--- src/rtl/clk_ratio_monitor.sv ---
// Receive-side checker for a divided clock: measures half-periods in original_clock cycles and tracks lock.
// Define CLK_MON_MINMAX_EN to enable min/max interval tracking.
module clk_ratio_monitor #(
   parameter int unsigned RATIO      = 5,
   parameter int unsigned TOL        = 0,
   parameter int unsigned LOCK_COUNT = 4,
   parameter int unsigned TIMEOUT    = 20,
   parameter int unsigned CNT_W      = 8
) (
   input  logic             original_clock,
   input  logic             reset_in,
   input  logic             slow_clock_in,
   input  logic             clear_in,
   output logic             rise_pulse,
   output logic             fall_pulse,
   output logic             locked,
   output logic             fault_sticky,
   output logic [CNT_W-1:0] last_half_period,
   output logic [7:0]       error_count,
   output logic [CNT_W-1:0] min_interval,
   output logic [CNT_W-1:0] max_interval
);
   localparam int unsigned      RUN_W     = 4;
   localparam logic [CNT_W-1:0] CNT_MAX   = {CNT_W{1'b1}};
   localparam logic [CNT_W-1:0] RATIO_V   = CNT_W'(RATIO);
   localparam logic [CNT_W-1:0] TOL_V     = CNT_W'(TOL);
   localparam logic [CNT_W-1:0] TIMEOUT_V = CNT_W'(TIMEOUT);
   localparam logic [RUN_W-1:0] LOCK_V    = RUN_W'(LOCK_COUNT);
   localparam logic [7:0]       ERR_MAX   = 8'hFF;

   typedef enum logic [1:0] {
      IDLE   = 2'd0,
      TRACK  = 2'd1,
      LOCKED = 2'd2
   } state_t;

   state_t           state, state_n;
   logic             s1, s2, s3;
   logic [CNT_W-1:0] cnt, cnt_n;
   logic [RUN_W-1:0] good_run, good_run_n;
   logic             locked_n, fault_n;
   logic [7:0]       err_n;
   logic [CNT_W-1:0] last_n;
   logic             edge_c, rise_c, fall_c, good_c, timeout_c, measure_c;
   logic [CNT_W-1:0] interval_c, dev_c;

   // Edge detection and interval measurement on the synchronised slow clock
   always_comb begin
      edge_c     = s2 ^ s3;
      rise_c     = s2 & ~s3;
      fall_c     = ~s2 & s3;
      interval_c = (cnt == CNT_MAX) ? CNT_MAX : cnt + CNT_W'(1);
      dev_c      = (interval_c >= RATIO_V) ? interval_c - RATIO_V : RATIO_V - interval_c;
      good_c     = (dev_c <= TOL_V);
      timeout_c  = (cnt == TIMEOUT_V) && !edge_c && (state != IDLE);
      if (edge_c)
         cnt_n = '0;
      else if (cnt == CNT_MAX)
         cnt_n = cnt;
      else
         cnt_n = cnt + CNT_W'(1);
   end

   // Lock FSM next-state and status; clear is applied first so a same-cycle fault wins
   always_comb begin
      state_n    = state;
      good_run_n = good_run;
      locked_n   = locked;
      fault_n    = clear_in ? 1'b0 : fault_sticky;
      err_n      = clear_in ? 8'd0 : error_count;
      last_n     = last_half_period;
      measure_c  = 1'b0;
      case (state)
         IDLE: begin
            if (edge_c) begin
               state_n    = TRACK;
               good_run_n = '0;
            end
         end
         TRACK: begin
            if (edge_c) begin
               measure_c = 1'b1;
               if (!good_c) begin
                  good_run_n = '0;
               end else if (good_run + RUN_W'(1) == LOCK_V) begin
                  good_run_n = '0;
                  state_n    = LOCKED;
                  locked_n   = 1'b1;
               end else begin
                  good_run_n = good_run + RUN_W'(1);
               end
            end else if (timeout_c) begin
               state_n    = IDLE;
               good_run_n = '0;
            end
         end
         LOCKED: begin
            if ((edge_c && !good_c) || timeout_c) begin
               state_n    = edge_c ? TRACK : IDLE;
               good_run_n = '0;
               locked_n   = 1'b0;
               fault_n    = 1'b1;
               err_n      = (err_n == ERR_MAX) ? ERR_MAX : err_n + 8'd1;
            end
            if (edge_c)
               measure_c = 1'b1;
         end
         default: begin
            state_n    = IDLE;
            good_run_n = '0;
            locked_n   = 1'b0;
         end
      endcase
      if (measure_c)
         last_n = interval_c;
   end

   always_ff @(posedge original_clock or posedge reset_in) begin
      if (reset_in) begin
         s1               <= 1'b0;
         s2               <= 1'b0;
         s3               <= 1'b0;
         state            <= IDLE;
         cnt              <= '0;
         good_run         <= '0;
         rise_pulse       <= 1'b0;
         fall_pulse       <= 1'b0;
         locked           <= 1'b0;
         fault_sticky     <= 1'b0;
         error_count      <= 8'd0;
         last_half_period <= '0;
      end else begin
         s1               <= slow_clock_in;
         s2               <= s1;
         s3               <= s2;
         state            <= state_n;
         cnt              <= cnt_n;
         good_run         <= good_run_n;
         rise_pulse       <= rise_c;
         fall_pulse       <= fall_c;
         locked           <= locked_n;
         fault_sticky     <= fault_n;
         error_count      <= err_n;
         last_half_period <= last_n;
      end
   end

`ifdef CLK_MON_MINMAX_EN
   logic [CNT_W-1:0] min_n, max_n;

   // Extremes over every measured interval; clear restarts them before a same-cycle update
   always_comb begin
      min_n = clear_in ? CNT_MAX : min_interval;
      max_n = clear_in ? '0 : max_interval;
      if (measure_c) begin
         if (interval_c < min_n)
            min_n = interval_c;
         if (interval_c > max_n)
            max_n = interval_c;
      end
   end

   always_ff @(posedge original_clock or posedge reset_in) begin
      if (reset_in) begin
         min_interval <= CNT_MAX;
         max_interval <= '0;
      end else begin
         min_interval <= min_n;
         max_interval <= max_n;
      end
   end
`else
   assign min_interval = '0;
   assign max_interval = '0;
`endif

endmodule

--- config.mk ---
export PLATFORM = sky130hd
export DESIGN_NAME = clk_ratio_monitor
export DESIGN_NICKNAME = d
export VERILOG_FILES = /design/src/rtl/clk_ratio_monitor.sv
export SDC_FILE = /design/constraint.sdc
export NUM_CORES = 1
export LEC_CHECK = 0
export CAP_MARGIN = 20
export CORE_MARGIN = 2
export CORE_UTILIZATION = 30
export CTS_CLUSTER_DIAMETER = 30
export DETAILED_ROUTE_END_ITERATION = 7
export DONT_BUFFER_PORTS = 1
export RECOVER_POWER = 25
export SLEW_MARGIN = 10
export SYNTH_ARGS = -nofsm -noshare
export SYNTH_HDL_FRONTEND = slang
export SYNTH_SLANG_ARGS = --single-unit
--- constraint.sdc ---
create_clock -name original_clock -period 6.6 [get_ports original_clock]
set_input_delay 0.99 -clock original_clock [delete_from_list [all_inputs] [get_ports original_clock]]
set_output_delay 0.99 -clock original_clock [all_outputs]
set_load 0.05 [all_outputs]
# After elaboration in Yosys (flattened, before gate mapping)
# Index checks and enable logic that the tools add are counted.
# totals
regBits	37
inputBits	4
wordCells	85
# classes
add_sub_neg	5
order_cmp	2
eq_ne	15
mux	33
bitwise	6
n_reduce_logical	12
# ops
op	n
two-way mux 8 bit	8
two-way mux 4 bit	6
adder 8 x 1 -> 8 bit, second input constant	2
== test 8 bit, second input constant	2
two-way mux 2 bit	6
inequality test 2 bit, second input constant	6
case mux 4 bit (3 select lines)	1
two-way mux 1 bit	10
AND reduction 5 bit	2
inequality test 3 bit, second input constant	3
== test 8 x 5 -> 1 bit, second input constant	1
>= comparator 8 x 3 -> 1 bit, second input constant	1
<= comparator 8 x 1 -> 1 bit, second input constant	1
subtractor 3 x 8 -> 8 bit, first input constant	1
subtractor 8 x 3 -> 8 bit, second input constant	1
case mux 2 bit (3 select lines)	1
adder 4 x 1 -> 4 bit, second input constant	1
== test 4 x 3 -> 1 bit, second input constant	1
logical AND 1 bit	3
NOT 1 bit	3
case mux 1 bit (3 select lines)	1
AND reduction 3 bit	1
bitwise AND 1 bit	2
== test 2 x 1 -> 1 bit, second input constant	1
other kinds (7)	8

# Longest topological paths before layout
# logic_depth
ltp_word	10
mapped_depth	14

# Least setup slack after synthesis
# No wires, ideal clock.
# synth_timing
path_type	flip-flop to flip-flop
startpoint	reg cnt[0]
endpoint	reg error_count[2]
arrival_time_ps	2821
t_required_ps	6470
slack_ps	3649
path_stages_with_launch	15
period_less_slack_ps	2951
cell_sequence	dfrtp_1 ha_1 buf_2 and4_1 nor2_1 inv_1 ha_1 a21oi_1 nor4b_1 o2111a_1 o211ai_2 o211ai_4 buf_6 a2bb2oi_1 a31oi_1
# synth_via
elab_chain_len	10
word_cells_on_any_way	16
classes_between	add/sub: 3; order compare: 2; eq/ne: 2; mux: 4; reduce/logical: 5
# synth_rtl
element	line	text
start, declared	39	logic [CNT_W-1:0] cnt, cnt_n;
start signal, assigned	137	cnt <= cnt_n;
adder 8 x 1 -> 8 bit or == test 8 bit (tied branches)	52	interval_c = (cnt == CNT_MAX) ? CNT_MAX : cnt + CNT_W'(1);
two-way mux 8 bit	52	
subtractor 3 x 8 -> 8 bit, or another cell as far along	53	dev_c = (interval_c >= RATIO_V) ? interval_c - RATIO_V : RATIO_V - interval_c;
two-way mux 8 bit	53	
<= comparator 8 x 1 -> 1 bit	54	good_c = (dev_c <= TOL_V);
zero test 1 bit	98	if ((edge_c && !good_c) || timeout_c) begin
logical AND 1 bit	98	
logical OR 1 bit *	98	
two-way mux 8 bit *	98	
two-way mux 8 bit *	73	case (state)
via err_n[2]	42	logic [7:0] err_n;
end signal, assigned	143	error_count <= err_n;
end, declared	19	output logic [7:0] error_count,
# The timed path passes the listed nets; every way through them passes the cells marked *.
# A chain may end at the register's enable or synchronous reset.

# Worst setup path in the final report
# layout_timing
startpoint	reg cnt[0]
endpoint	reg error_count[3]
# Same word-level chain as after synthesis.

==> out/summary.txt <==
Worst VDD drop = 0.000117 V
post-synthesis cell count = 247
CP Class = flip-flop to flip-flop
slowest stage delay, CP = 0.51 ns
final weighted congestion in routability-driven placement = 0.940
CTS tree = yes
Final Instance Count excl. Fillers = 346
initial antenna violation count = 0
fmax = 0.285 GHz
die height = 91.3 um
clock skew = 0.00789 ns
DP HPWL = 3320 um
Final Power = 683 uW
TritonCTS Buffers = 5
Buffers & Inverters on Critical Path = 1
Slew @ Worst Pin = 1.99 ns
Post-Synth Adder-Cell Area = 6.57%
I/O Pins = 40
ANT cells = 0
Post-synth EDFFs = 0
Synth Register Bits = 37
Post-layout nets = 262
DRC viols = 0
Total Routing Usage GR = 11.6%
Worst path top cell family by delay = simple AND/OR/NAND/NOR gates
commonest non-fill, non-tap cell in the layout = dfrtp_1
status = finished with violations
largest net degree at the start of global routing = 38
Slew Limit Fails = 38
final hold vios = 0
main flop type after synthesis = dfrtp_1
warnings from Yosys = 0
post-route setup TNS = 0 ns
clock latency on the worst-skew pair = 0.29 ns
clock sinks = 37
worst slack, placed = 3.20 ns
Worst Slack Setup Final = 3.09 ns
core area = 0.00733 sq mm
final setup fails = 0
ys async rst share = 100%
XOR/XNOR Fraction of Synth Area = 2.30%
cts repair resizes = 0
via count of the first global-routing pass = 1648
Post-Synth Simple-Gate Area = 21.4%
max_slew headroom = -32.7%
DR WL/cell = 13.2 um
Die Span X = 91.3 um
largest family of logic cells by synthesized area = simple AND/OR/NAND/NOR gates
FP Rows = 31
first-pass GRT wire length = 7800 um
Synth cell types = 56
CTS max path bufs = 2
Mean Syn Cell Area = 9.25 sq um
DR vias = 1734
Post-DRT Antenna Nets = 0
Leak Pwr = 0.00110 uW
# Post-CTS Setup Buffers = 0
WP data required = 6.81 ns
Max-Cap Viols = 1
die area = 0.00833 sq mm
post-layout minimum cycle time = 3.51 ns
Worst path slowest cell = or4_1
Hold-fix buffers, CTS = 0
dpl cells = 338
initial core utilization = 31.2%
fillers = 734
level count of the clock H-tree = 2
share of layout cells above drive strength 1 = 8.10%
most frequent cells in the layout = 37 x dfrtp_1, 23 x nand2_1, 20 x inv_1
register area share after synthesis = 40.5%
failing checks = max-capacitance violations, max-slew violations
drt pass-1 iters = 4
crit path launch type = flip-flop
critical path cell sequence = ha_1 -> and4_1 -> nor2_1 -> inv_1 -> ha_1 -> a21oi_1 -> nor4b_1 -> nand3_1 -> o211ai_2 -> o211ai_4 -> or4_1 -> o211ai_1
Clock Pin Slew Worst Setup and Hold Paths = 0.08 ns
multiplexer area fraction after synthesis = 2.30%
initial DRC count = 175
Arr. time, crit path = 3.72 ns
Cell Area, Synth = 0.00229 sq mm
GR Overflow Total = 0
worst hold path type = flip-flop to flip-flop
Port Buffers = 0
Pwr per Cell Area = 280 mW/mm^2
Compound-Gate Fraction of Synth Area = 16.3%
CP endpoint kind = flip-flop
Via-to-Cell Ratio = 5.01
RSZ-0062 raised after global routing = no
Final Cycle Share = 53.2%
clock root buffer = clkbuf_8
area grow syn2layout = 6.73%
CP Max Fanout = 15
Most Frequent Cell on Critical Path = ha_1
Routed WL = 4580 um
-- cells in the mapped netlist (2+ instances only) --
cell type	number	area, sq um
dfrtp_1	37	926
o21ai_0	15	75.1
nor3_1	4	20.0
o21a_1	2	15.0
nand3_1	10	50.1
and2_1	2	12.5
xor2_1	2	17.5
nor4b_1	2	17.5
xnor2_1	4	35.0
mux2_2	2	22.5
nand2b_1	4	25.0
ha_1	12	150
nand4_1	3	18.8
and3_1	3	18.8
clkbuf_1	4	15.0
o21bai_1	2	15.0
or4_1	2	15.0
nor2b_1	7	43.8
inv_1	20	75.1
a2bb2oi_1	2	17.5
o311ai_0	2	17.5
nor3b_1	3	22.5
o211ai_1	3	22.5
and4_1	3	26.3
mux2i_1	3	30.0
a21oi_1	8	40.0
nand2_1	23	86.3
buf_2	2	10.0
buf_4	17	128
nor3_2	2	20.0
nor2_1	17	63.8
-- path summary, 6_finish.rpt --
| path | start | end | slack (ns) | cells after the start |
|---|---|---|---|---|
| hold reg to reg | s1$_DFF_PP0_ | s2$_DFF_PP0_ | 0.35 | 0 |
| min in group asynchronous | reset_in | error_count[2]$_DFF_PP0_ | 1.30 | 2 |
| setup / recovery | cnt[0]$_DFFE_PP0P_ | error_count[3]$_DFF_PP0_ | 3.09 | 12 |
| setup reg to reg | cnt[0]$_DFFE_PP0P_ | error_count[3]$_DFF_PP0_ | 3.09 | 12 |
| hold / removal | s1$_DFF_PP0_ | s2$_DFF_PP0_ | 0.35 | 0 |
| max in group asynchronous | reset_in | rise_pulse$_DFF_PP0_ | 4.15 | 2 |
-- layer usage --
layer	wire, um	share of wire (%)	global-route usage (%)
met1	2020	44	13.6
met2	2110	46	18.5
met4	97	2.1	5.43
met3	349	7.6	4.81
met5	0	0	0
-- power breakdown --
group / switching (uW) / internal [uW]
registers: 53.6 / 244
logic: 101 / 50.6
clock network: 83.9 / 150
total: 238 / 445
-- through the flow --
stage | area [sq um] | util (%) | hold WS [ns]
2_1_floorplan | 2340 | - | 0.331
3_3_place_gp | 2310 | 31.5 | 0.332
3_5_place_dp | 2310 | 31.5 | 0.336
4_1_cts | 2440 | 33.3 | 0.352
5_1_grt | 2440 | 33.3 | 0.364
6_report | 2440 | 33.3 | 0.352
-- cell type report --
| class | count | area [sq um] | share of cell area, % |
|---|---|---|---|
| clock buffer | 5 | 68.8 | 2.82 |
| sequential | 37 | 926 | 37.9 |
| timing repair buffer | 1 | 3.75 | 0.154 |
| tap | 99 | 124 | 5.08 |
| clock inverter | 3 | 65.1 | 2.67 |
| inverter | 20 | 75.1 | 3.08 |
| multi-input combinational | 181 | 1180 | 48.3 |
-- sequential cells by signal, summed over array words and instances (netlist names) --
signal	cells
cnt	8
error_count	8
fall_pulse	1
fault_sticky	1
good_run	4
last_half_period	8
locked	1
rise_pulse	1
s1	1
s2	1
s3	1
state	2
-- logic make-up after synthesis --
group,Yosys count
other cells,1
fa+ha+maj,12
compound gates,51
flops,37
xor+xnor,6
simple gates,91
mux,5
buf+inv,44
Note: power is estimated with default switching activity, not from simulation.
